<file path="src/rtl/trackball_pkg.sv">
// rtl/trackball_pkg.sv - shared constants, step type and quadrature step decode
// Purpose: common definitions for the trackball decoder and its per-axis slice.
//   QUAD_xx  : accepted {a,b} phase states in gray order 00->01->11->10.
//   ADDR_xx  : register-select codes on BA[1:0] for the trackball window.
//   step_t   : per-sample decode result.
//   quad_step: classifies a prev->curr phase transition.
package trackball_pkg;

    localparam logic [1:0] QUAD_00 = 2'b00;
    localparam logic [1:0] QUAD_01 = 2'b01;
    localparam logic [1:0] QUAD_11 = 2'b11;
    localparam logic [1:0] QUAD_10 = 2'b10;

    localparam logic [1:0] ADDR_X    = 2'd0;
    localparam logic [1:0] ADDR_Y    = 2'd1;
    localparam logic [1:0] ADDR_STAT = 2'd2;

    typedef enum logic [1:0] {
        HOLD    = 2'd0,
        INC     = 2'd1,
        DEC     = 2'd2,
        ILLEGAL = 2'd3
    } step_t;

    // Forward successor in the gray cycle; the reverse direction is whatever
    // single-bit change is left once HOLD, INC and ILLEGAL are excluded.
    function automatic step_t quad_step(input logic [1:0] prev, input logic [1:0] curr);
        logic [1:0] fwd;
        case (prev)
            QUAD_00: fwd = QUAD_01;
            QUAD_01: fwd = QUAD_11;
            QUAD_11: fwd = QUAD_10;
            default: fwd = QUAD_00;
        endcase
        if (prev == curr)
            quad_step = HOLD;
        else if (curr == fwd)
            quad_step = INC;
        else if ((prev ^ curr) == 2'b11)
            quad_step = ILLEGAL;
        else
            quad_step = DEC;
    endfunction

endpackage

</file>
<file path="src/rtl/trackball_quad_decoder_if.sv">
// rtl/trackball_quad_decoder_if.sv - bus bundle between trackball pins/CPU window and decoder
// Purpose: groups the sample enable, raw quadrature pins, flip control, the
// CPU read port and the decoder outputs.
//   ce           : one-clk sample enable
//   x_a,x_b,y_a,y_b : raw asynchronous quadrature phases
//   flip         : 1 = negate both axis directions
//   addr, rd     : register select (BA[1:0]) and one-clk read strobe
//   data, err    : registered read byte and sticky illegal-transition flag
// master drives stimulus/CPU side, slave is the decoder.
interface trackball_quad_decoder_if;

    logic       ce;
    logic       x_a;
    logic       x_b;
    logic       y_a;
    logic       y_b;
    logic       flip;
    logic [1:0] addr;
    logic       rd;
    logic [7:0] data;
    logic       err;

    modport master (
        output ce, x_a, x_b, y_a, y_b, flip, addr, rd,
        input  data, err
    );

    modport slave (
        input  ce, x_a, x_b, y_a, y_b, flip, addr, rd,
        output data, err
    );

endinterface

</file>
<file path="src/rtl/trackball_axis.sv">
// rtl/trackball_axis.sv - one trackball axis: sync, glitch filter, 4x decode, wrap counter
// Purpose: turns one raw quadrature pair into an 8-bit wrapping position count.
// Ports:
//   clk, reset : system clock, asynchronous active-high reset
//   i_ce       : sample enable for filter, decode and counter
//   i_a, i_b   : raw asynchronous phases
//   i_flip     : registered flip; negates the counting direction
//   o_count    : position count
//   o_ab       : accepted (filtered) {a,b}
//   o_illegal  : one-clk pulse when both accepted bits changed in one sample
module trackball_axis
    import trackball_pkg::*;
#(
    parameter int FILTER_LEN = 3
) (
    input  logic       clk,
    input  logic       reset,
    input  logic       i_ce,
    input  logic       i_a,
    input  logic       i_b,
    input  logic       i_flip,
    output logic [7:0] o_count,
    output logic [1:0] o_ab,
    output logic       o_illegal
);

    // Run length at which a differing sample is accepted (counter counts 0..N-1).
    localparam logic [2:0] RUN_LAST = 3'(FILTER_LEN - 1);

    logic [1:0] r_sync1;
    logic [1:0] r_sync2;
    logic [1:0] r_acc;
    logic [1:0] r_prev;
    logic [2:0] r_run [2];
    logic [7:0] r_count;

    step_t      w_step;
    logic       w_move;
    logic       w_up;

    // Two-flop synchroniser, runs every clk independent of i_ce.
    always_ff @(posedge clk or posedge reset) begin
        if (reset) begin
            r_sync1 <= 2'b00;
            r_sync2 <= 2'b00;
        end else begin
            r_sync1 <= {i_a, i_b};
            r_sync2 <= r_sync1;
        end
    end

    // Per-bit run-length filter: a new level must persist for FILTER_LEN
    // consecutive samples; any sample matching the accepted level restarts it.
    always_ff @(posedge clk or posedge reset) begin
        if (reset) begin
            r_acc    <= 2'b00;
            r_run[0] <= 3'd0;
            r_run[1] <= 3'd0;
        end else if (i_ce) begin
            for (int i = 0; i < 2; i++) begin
                if (r_sync2[i] != r_acc[i]) begin
                    if (r_run[i] == RUN_LAST) begin
                        r_acc[i] <= r_sync2[i];
                        r_run[i] <= 3'd0;
                    end else begin
                        r_run[i] <= r_run[i] + 3'd1;
                    end
                end else begin
                    r_run[i] <= 3'd0;
                end
            end
        end
    end

    assign w_step = quad_step(r_prev, r_acc);
    assign w_move = (w_step == INC) || (w_step == DEC);
    assign w_up   = (w_step == INC) ^ i_flip;

    // prev follows the accepted pair every sample, so each accepted change is
    // decoded exactly once, one sample after it is accepted.
    always_ff @(posedge clk or posedge reset) begin
        if (reset) begin
            r_prev  <= QUAD_00;
            r_count <= 8'h00;
        end else if (i_ce) begin
            r_prev <= r_acc;
            if (w_move) begin
                r_count <= w_up ? r_count + 8'd1 : r_count - 8'd1;
            end
        end
    end

    assign o_count   = r_count;
    assign o_ab      = r_acc;
    assign o_illegal = i_ce && (w_step == ILLEGAL);

endmodule

</file>
<file path="src/rtl/trackball_quad_decoder.sv">
// rtl/trackball_quad_decoder.sv - two-axis trackball decoder with CPU read window
// Purpose: feeds the 0x9400-0x95FF trackball window. Two axis slices produce
// wrapping counts; this level holds flip, the sticky error flag and the
// registered read mux.
// Ports:
//   clk    : 10 MHz system clock
//   reset  : asynchronous active-high reset
//   bus    : slave side of trackball_quad_decoder_if
//            (ce, x/y phases, flip, addr, rd in; data, err out)
// Read map: 0 = X count, 1 = Y count,
//           2 = {err, flip_r, x_ab, y_ab, 2'b00}, 3 = 0xFF.
module trackball_quad_decoder
    import trackball_pkg::*;
#(
    parameter int FILTER_LEN   = 3,
    parameter bit FLIP_DEFAULT = 1'b0
) (
    input  logic                            clk,
    input  logic                            reset,
    trackball_quad_decoder_if.slave         bus
);

    logic [7:0] w_x_count;
    logic [7:0] w_y_count;
    logic [1:0] w_x_ab;
    logic [1:0] w_y_ab;
    logic       w_x_illegal;
    logic       w_y_illegal;

    logic       r_flip;
    logic       r_err;
    logic [7:0] r_data;

    trackball_axis #(.FILTER_LEN(FILTER_LEN)) u_axis_x (
        .clk       (clk),
        .reset     (reset),
        .i_ce      (bus.ce),
        .i_a       (bus.x_a),
        .i_b       (bus.x_b),
        .i_flip    (r_flip),
        .o_count   (w_x_count),
        .o_ab      (w_x_ab),
        .o_illegal (w_x_illegal)
    );

    trackball_axis #(.FILTER_LEN(FILTER_LEN)) u_axis_y (
        .clk       (clk),
        .reset     (reset),
        .i_ce      (bus.ce),
        .i_a       (bus.y_a),
        .i_b       (bus.y_b),
        .i_flip    (r_flip),
        .o_count   (w_y_count),
        .o_ab      (w_y_ab),
        .o_illegal (w_y_illegal)
    );

    always_ff @(posedge clk or posedge reset) begin
        if (reset) begin
            r_flip <= FLIP_DEFAULT;
        end else if (bus.ce) begin
            r_flip <= bus.flip;
        end
    end

    // A new illegal transition takes priority over a clearing status read so
    // an error arriving in the same clk is never lost.
    always_ff @(posedge clk or posedge reset) begin
        if (reset) begin
            r_err <= 1'b0;
        end else if (w_x_illegal || w_y_illegal) begin
            r_err <= 1'b1;
        end else if (bus.rd && (bus.addr == ADDR_STAT)) begin
            r_err <= 1'b0;
        end
    end

    always_ff @(posedge clk or posedge reset) begin
        if (reset) begin
            r_data <= 8'h00;
        end else begin
            case (bus.addr)
                ADDR_X:    r_data <= w_x_count;
                ADDR_Y:    r_data <= w_y_count;
                ADDR_STAT: r_data <= {r_err, r_flip, w_x_ab, w_y_ab, 2'b00};
                default:   r_data <= 8'hFF;
            endcase
        end
    end

    assign bus.data = r_data;
    assign bus.err  = r_err;

endmodule

</file>
<file path="src/flat_wrapper.sv">
// flat-port wrapper written by rule: the top's interface ports become plain ports
module trackball_quad_decoder_flat import trackball_pkg::*;
#(
    parameter int FILTER_LEN   = 3,
    parameter bit FLIP_DEFAULT = 1'b0
)
  (clk, reset, bus_ce, bus_x_a, bus_x_b, bus_y_a, bus_y_b, bus_flip, bus_addr, bus_rd, bus_data, bus_err);
  trackball_quad_decoder_if bus_i ();
  input  logic clk;
  input  logic reset;
  input wire logic [$bits(bus_i.ce)-1:0] bus_ce;
  input wire logic [$bits(bus_i.x_a)-1:0] bus_x_a;
  input wire logic [$bits(bus_i.x_b)-1:0] bus_x_b;
  input wire logic [$bits(bus_i.y_a)-1:0] bus_y_a;
  input wire logic [$bits(bus_i.y_b)-1:0] bus_y_b;
  input wire logic [$bits(bus_i.flip)-1:0] bus_flip;
  input wire logic [$bits(bus_i.addr)-1:0] bus_addr;
  input wire logic [$bits(bus_i.rd)-1:0] bus_rd;
  output wire logic [$bits(bus_i.data)-1:0] bus_data;
  output wire logic [$bits(bus_i.err)-1:0] bus_err;
  assign bus_i.ce = bus_ce;
  assign bus_i.x_a = bus_x_a;
  assign bus_i.x_b = bus_x_b;
  assign bus_i.y_a = bus_y_a;
  assign bus_i.y_b = bus_y_b;
  assign bus_i.flip = bus_flip;
  assign bus_i.addr = bus_addr;
  assign bus_i.rd = bus_rd;
  assign bus_data = bus_i.data;
  assign bus_err = bus_i.err;
  trackball_quad_decoder #(.FILTER_LEN(FILTER_LEN), .FLIP_DEFAULT(FLIP_DEFAULT)) u_core (.clk(clk), .reset(reset), .bus(bus_i));
endmodule
</file>
<file path="config.mk">
export PLATFORM = sky130hd
export DESIGN_NAME = trackball_quad_decoder_flat
export DESIGN_NICKNAME = d
export VERILOG_FILES = /design/src/rtl/trackball_pkg.sv /design/src/rtl/trackball_quad_decoder_if.sv /design/src/rtl/trackball_axis.sv /design/src/rtl/trackball_quad_decoder.sv /design/src/flat_wrapper.sv
export SDC_FILE = /design/constraint.sdc
export NUM_CORES = 1
export LEC_CHECK = 0
export ABC_AREA = 0
export CAP_MARGIN = 20
export CELL_PAD_IN_SITES_DETAIL_PLACEMENT = 1
export CELL_PAD_IN_SITES_GLOBAL_PLACEMENT = 2
export CORE_ASPECT_RATIO = 1.4
export CORE_MARGIN = 10
export CORE_UTILIZATION = 40
export CTS_BUF_LIST = sky130_fd_sc_hd__clkbuf_8
export CTS_CLUSTER_DIAMETER = 50
export CTS_CLUSTER_SIZE = 16
export DETAILED_ROUTE_END_ITERATION = 6
export GPL_TIMING_DRIVEN = 0
export PLACE_DENSITY = 0.79
export SYNTH_ARGS = -nofsm -noshare
export SYNTH_HDL_FRONTEND = slang
export SYNTH_SLANG_ARGS = --single-unit
export TNS_END_PERCENT = 50
</file>
<file path="constraint.sdc">
create_clock -name clk -period 3.61 [get_ports clk]
set_input_delay 0.5415 -clock clk [delete_from_list [all_inputs] [get_ports clk]]
set_output_delay 0.5415 -clock clk [all_outputs]
set_load 0.02 [all_outputs]
</file>
==> flow_metrics.env <==
export IMPL_outcome="finished, final reports clean"
export IMPL_critPathKind="flip-flop to flip-flop"
export IMPL_slew_headroom=0.618
export IMPL_ir_drop_mv=0.298
export IMPL_post_route_min_period_ns=3.02
export IMPL_synth_top_area_frac=0.511
export IMPL_area_growth_syn_to_layout_pct=14.7
export IMPL_drt_initial_drc_count=79
export IMPL_vias=1942
export IMPL_yosys_most_used_dff="dfrtp_1"
export IMPL_synth_area_top_cells="dfrtp_1 51%, mux2_2 6.4%, o21ai_0 4.4%"
export IMPL_die_w_um=88.7
export IMPL_drcViolationCount=0
export IMPL_cp_start_kind="flip-flop"
export IMPL_synth_distinct_cells=39
export IMPL_synthCells=253
export IMPL_drv_slew=0
export IMPL_num_rows=35
export IMPL_dp_hpwl_um=4300
export IMPL_wl_per_cell_um=16.2
export IMPL_post_cts_setup_buffer_count=0
export IMPL_start_util=0.405
export IMPL_grt_start_max_net_pins=37
export IMPL_track_usage=0.121
export IMPL_yosysWarnings=0
export IMPL_min_from="u_core.u_axis_x.r_sync1[1]"
export IMPL_first_pass_iters=4
export IMPL_tightest_slew_ns=0.573
export IMPL_clock_tree_buffer_depth=2
export IMPL_cp_max_fo=10
export IMPL_cts_num_sinks=54
export IMPL_grt_overflow_total=0
export IMPL_syn_nets=270
export IMPL_finalNetCount=295
export IMPL_r2r_start="u_core.u_axis_y.o_ab[0]"
export IMPL_min_path_type="flip-flop to flip-flop"
export IMPL_drive_gt1_frac=0.111
export IMPL_async_reset_ff_frac=1.00
export IMPL_insertion_delay_ns=0.30
export IMPL_antenna_found_initial=0
export IMPL_combPwrFrac=0.436
export IMPL_cp_required_ns=3.84
export IMPL_regToRegSetupSlack_ns=0.59
export IMPL_p_switching_uw=1070
export IMPL_finalSetupTns_ns=0
export IMPL_viasPerCell=5.50
export IMPL_numCtsBuffers=5
export IMPL_fin_util=0.465
export IMPL_seq_area_frac_synth=0.511
export IMPL_max_freq_mhz=331
export IMPL_dieArea_um2=10300
export IMPL_grt_pass1_wl_um=9890
export IMPL_cp_arrival_ns=3.25
export IMPL_cp_end_kind="flip-flop"
export IMPL_synth_top_cell_by_area="dfrtp_1"
export IMPL_rsz0062_at_grt="no"
export IMPL_hold_viol_final=0
export IMPL_syn_area_per_cell_um2=10.5
export IMPL_portBuffers=17
export IMPL_whs_ns=0.359
export IMPL_pre_cts_ws_ns=0.591
export IMPL_powerDensity_nw_per_um2=873
export IMPL_placed_cell_area_um2=2930
export IMPL_io_pins=20
export IMPL_die_y_um=116
export IMPL_cts_hold_buf=0
export IMPL_p_seq_frac=0.414
export IMPL_htreeDepth=2
export IMPL_setup_viol=0
export IMPL_final_setup_worst_slack_ns=0.588
export IMPL_synth_edf_count=0
export IMPL_ys_seq_elements=54
export IMPL_place_congestion=0.774
export IMPL_grt_pass1_vias=1959
export IMPL_diodes=0
export IMPL_p_leak_uw=0.00125
export IMPL_core_um2=6530
export IMPL_cts_root_buf="clkbuf_8"
export IMPL_switching_share=0.402
export IMPL_clock_power_share=0.150
export IMPL_cap_viol_max_count=0
export IMPL_intPower_uw=1580
export IMPL_wirelength_um=5730
export IMPL_clkSlewWorstSetupHoldPaths_ns=0.10
export IMPL_syn_area_um2=2650
export IMPL_finalInstanceArea_um2=3030
export IMPL_cts_tree="built"
export IMPL_finalCritPeriodShare=0.837
export IMPL_cts_resized=0
export IMPL_worstSetupStartpoint="u_core.u_axis_y.o_ab[0]"
export IMPL_final_antenna_net_count=0
export IMPL_fin_skew_ns=0.00649
power groups by stage:
stage	logic [µW]	clock network (µW)	registers (µW)
final	1160	396	1100
after global routing	1320	440	1140
after CTS	1180	414	1100
after detailed placement	1180	0	1110
after global placement	1140	0	1110
after floorplan	861	0	1080
registers in the layout, summed over array words and instances (netlist names), 2 cells and up:
name / flops
u_core.bus.data: 8
u_core.u_axis_x.o_ab: 2
u_core.u_axis_x.o_count: 8
u_core.u_axis_x.r_prev: 2
u_core.u_axis_x.r_run: 6
u_core.u_axis_x.r_sync1: 2
u_core.u_axis_x.r_sync2: 2
u_core.u_axis_y.o_ab: 2
u_core.u_axis_y.o_count: 8
u_core.u_axis_y.r_prev: 2
u_core.u_axis_y.r_run: 6
u_core.u_axis_y.r_sync1: 2
u_core.u_axis_y.r_sync2: 2
final timing paths:
path / end / cells after the start
setup / recovery: u_core.u_axis_y.o_count[4] / 11
hold / removal: u_core.u_axis_x.r_sync2[1] / 0
setup reg to reg: u_core.u_axis_y.o_count[4] / 11
hold reg to reg: u_core.u_axis_x.r_sync2[1] / 0
max in group asynchronous: u_core.u_axis_y.o_count[0] / 3
min in group asynchronous: u_core.u_axis_y.r_run[5] / 2
metal layers:
layer / track usage / part of all wire / vias up
li1: - / - / 939
met1: 0.147 / 0.44 / 967
met2: 0.206 / 0.51 / 34
met3: 0.0265 / 0.043 / 2
met4: 0.0357 / 0.0065 / 0
met5: 0 / 0 / -
placed cells by master (no fill, tap or decap), types with 4 or more instances in the layout:
cell	netlist	routed
dfrtp_1	54	54
nand2_1	27	27
o21ai_0	23	23
clkdlybuf4s50_1	0	17
mux2_2	15	15
inv_1	13	14
xnor2_1	12	12
xor2_1	9	9
clkbuf_1	8	8
nor3_1	8	8
nor2_1	8	8
nand2b_1	7	7
a21oi_1	7	7
nand3_1	6	6
o22a_1	6	6
ha_1	6	6
clkbuf_8	0	5
nand4_1	4	4
or3_1	4	4
a31oi_1	4	4
o22ai_1	4	4
synth_stat cells (all sizes together) (3+ instances only):
| library cell | instances |
|---|---|
| inv | 13 |
| xor2 | 10 |
| nor4 | 3 |
| a21oi | 7 |
| nor3 | 8 |
| o22a | 6 |
| nand3 | 6 |
| nand2 | 27 |
| dfrtp | 54 |
| o21ai | 23 |
| mux2 | 15 |
| a31oi | 4 |
| o22ai | 4 |
| nand2b | 7 |
| xnor2 | 12 |
| ha | 6 |
| nand4 | 4 |
| clkbuf | 9 |
| or3 | 7 |
| nor2 | 8 |
critical path: stages, from the launching register on:
cell	delay, ns
dfrtp_1	0.37
clkbuf_1	0.22
nand2_1	0.15
o21ai_0	0.08
o21ai_0	0.30
ha_1	0.22
xor2_1	0.46
xnor2_1	0.14
ha_1	0.26
or4_1	0.50
o21ai_0	0.10
xor2_1	0.15
final cells by class:
| type | instances | area (µm²) |
|---|---|---|
| Sequential cell | 54 | 1350 |
| Buffer | 10 | 46.3 |
| Clock inverter | 3 | 37.5 |
| Timing Repair Buffer | 18 | 190 |
| Multi-Input combinational cell | 175 | 1190 |
| Clock buffer | 5 | 68.8 |
| Tap cell | 74 | 92.6 |
| Fill cell | 751 | 3490 |
| Inverter | 14 | 52.6 |
through the flow:
step	cells	total power [µW]
floorplan	253	1940
global placement	344	2250
detailed placement	345	2290
CTS	353	2700
global route	353	2900
finish	353	2650
kinds of logic (layout without fill, tap and decap cells):
kind of cell | Yosys count | count (layout) | share of synthesized area
and+or+nand+nor | 76 | 76 | 0.150
AOI/OAI and AO/OA | 54 | 54 | 0.126
DFF | 54 | 54 | 0.511
buffers and inverters | 24 | 50 | 0.0374
xor gates and xnor gates | 22 | 22 | 0.0757
muxes | 17 | 17 | 0.0714
adders and majority gates | 6 | 6 | 0.0284
(Power assumes the default switching activity.)
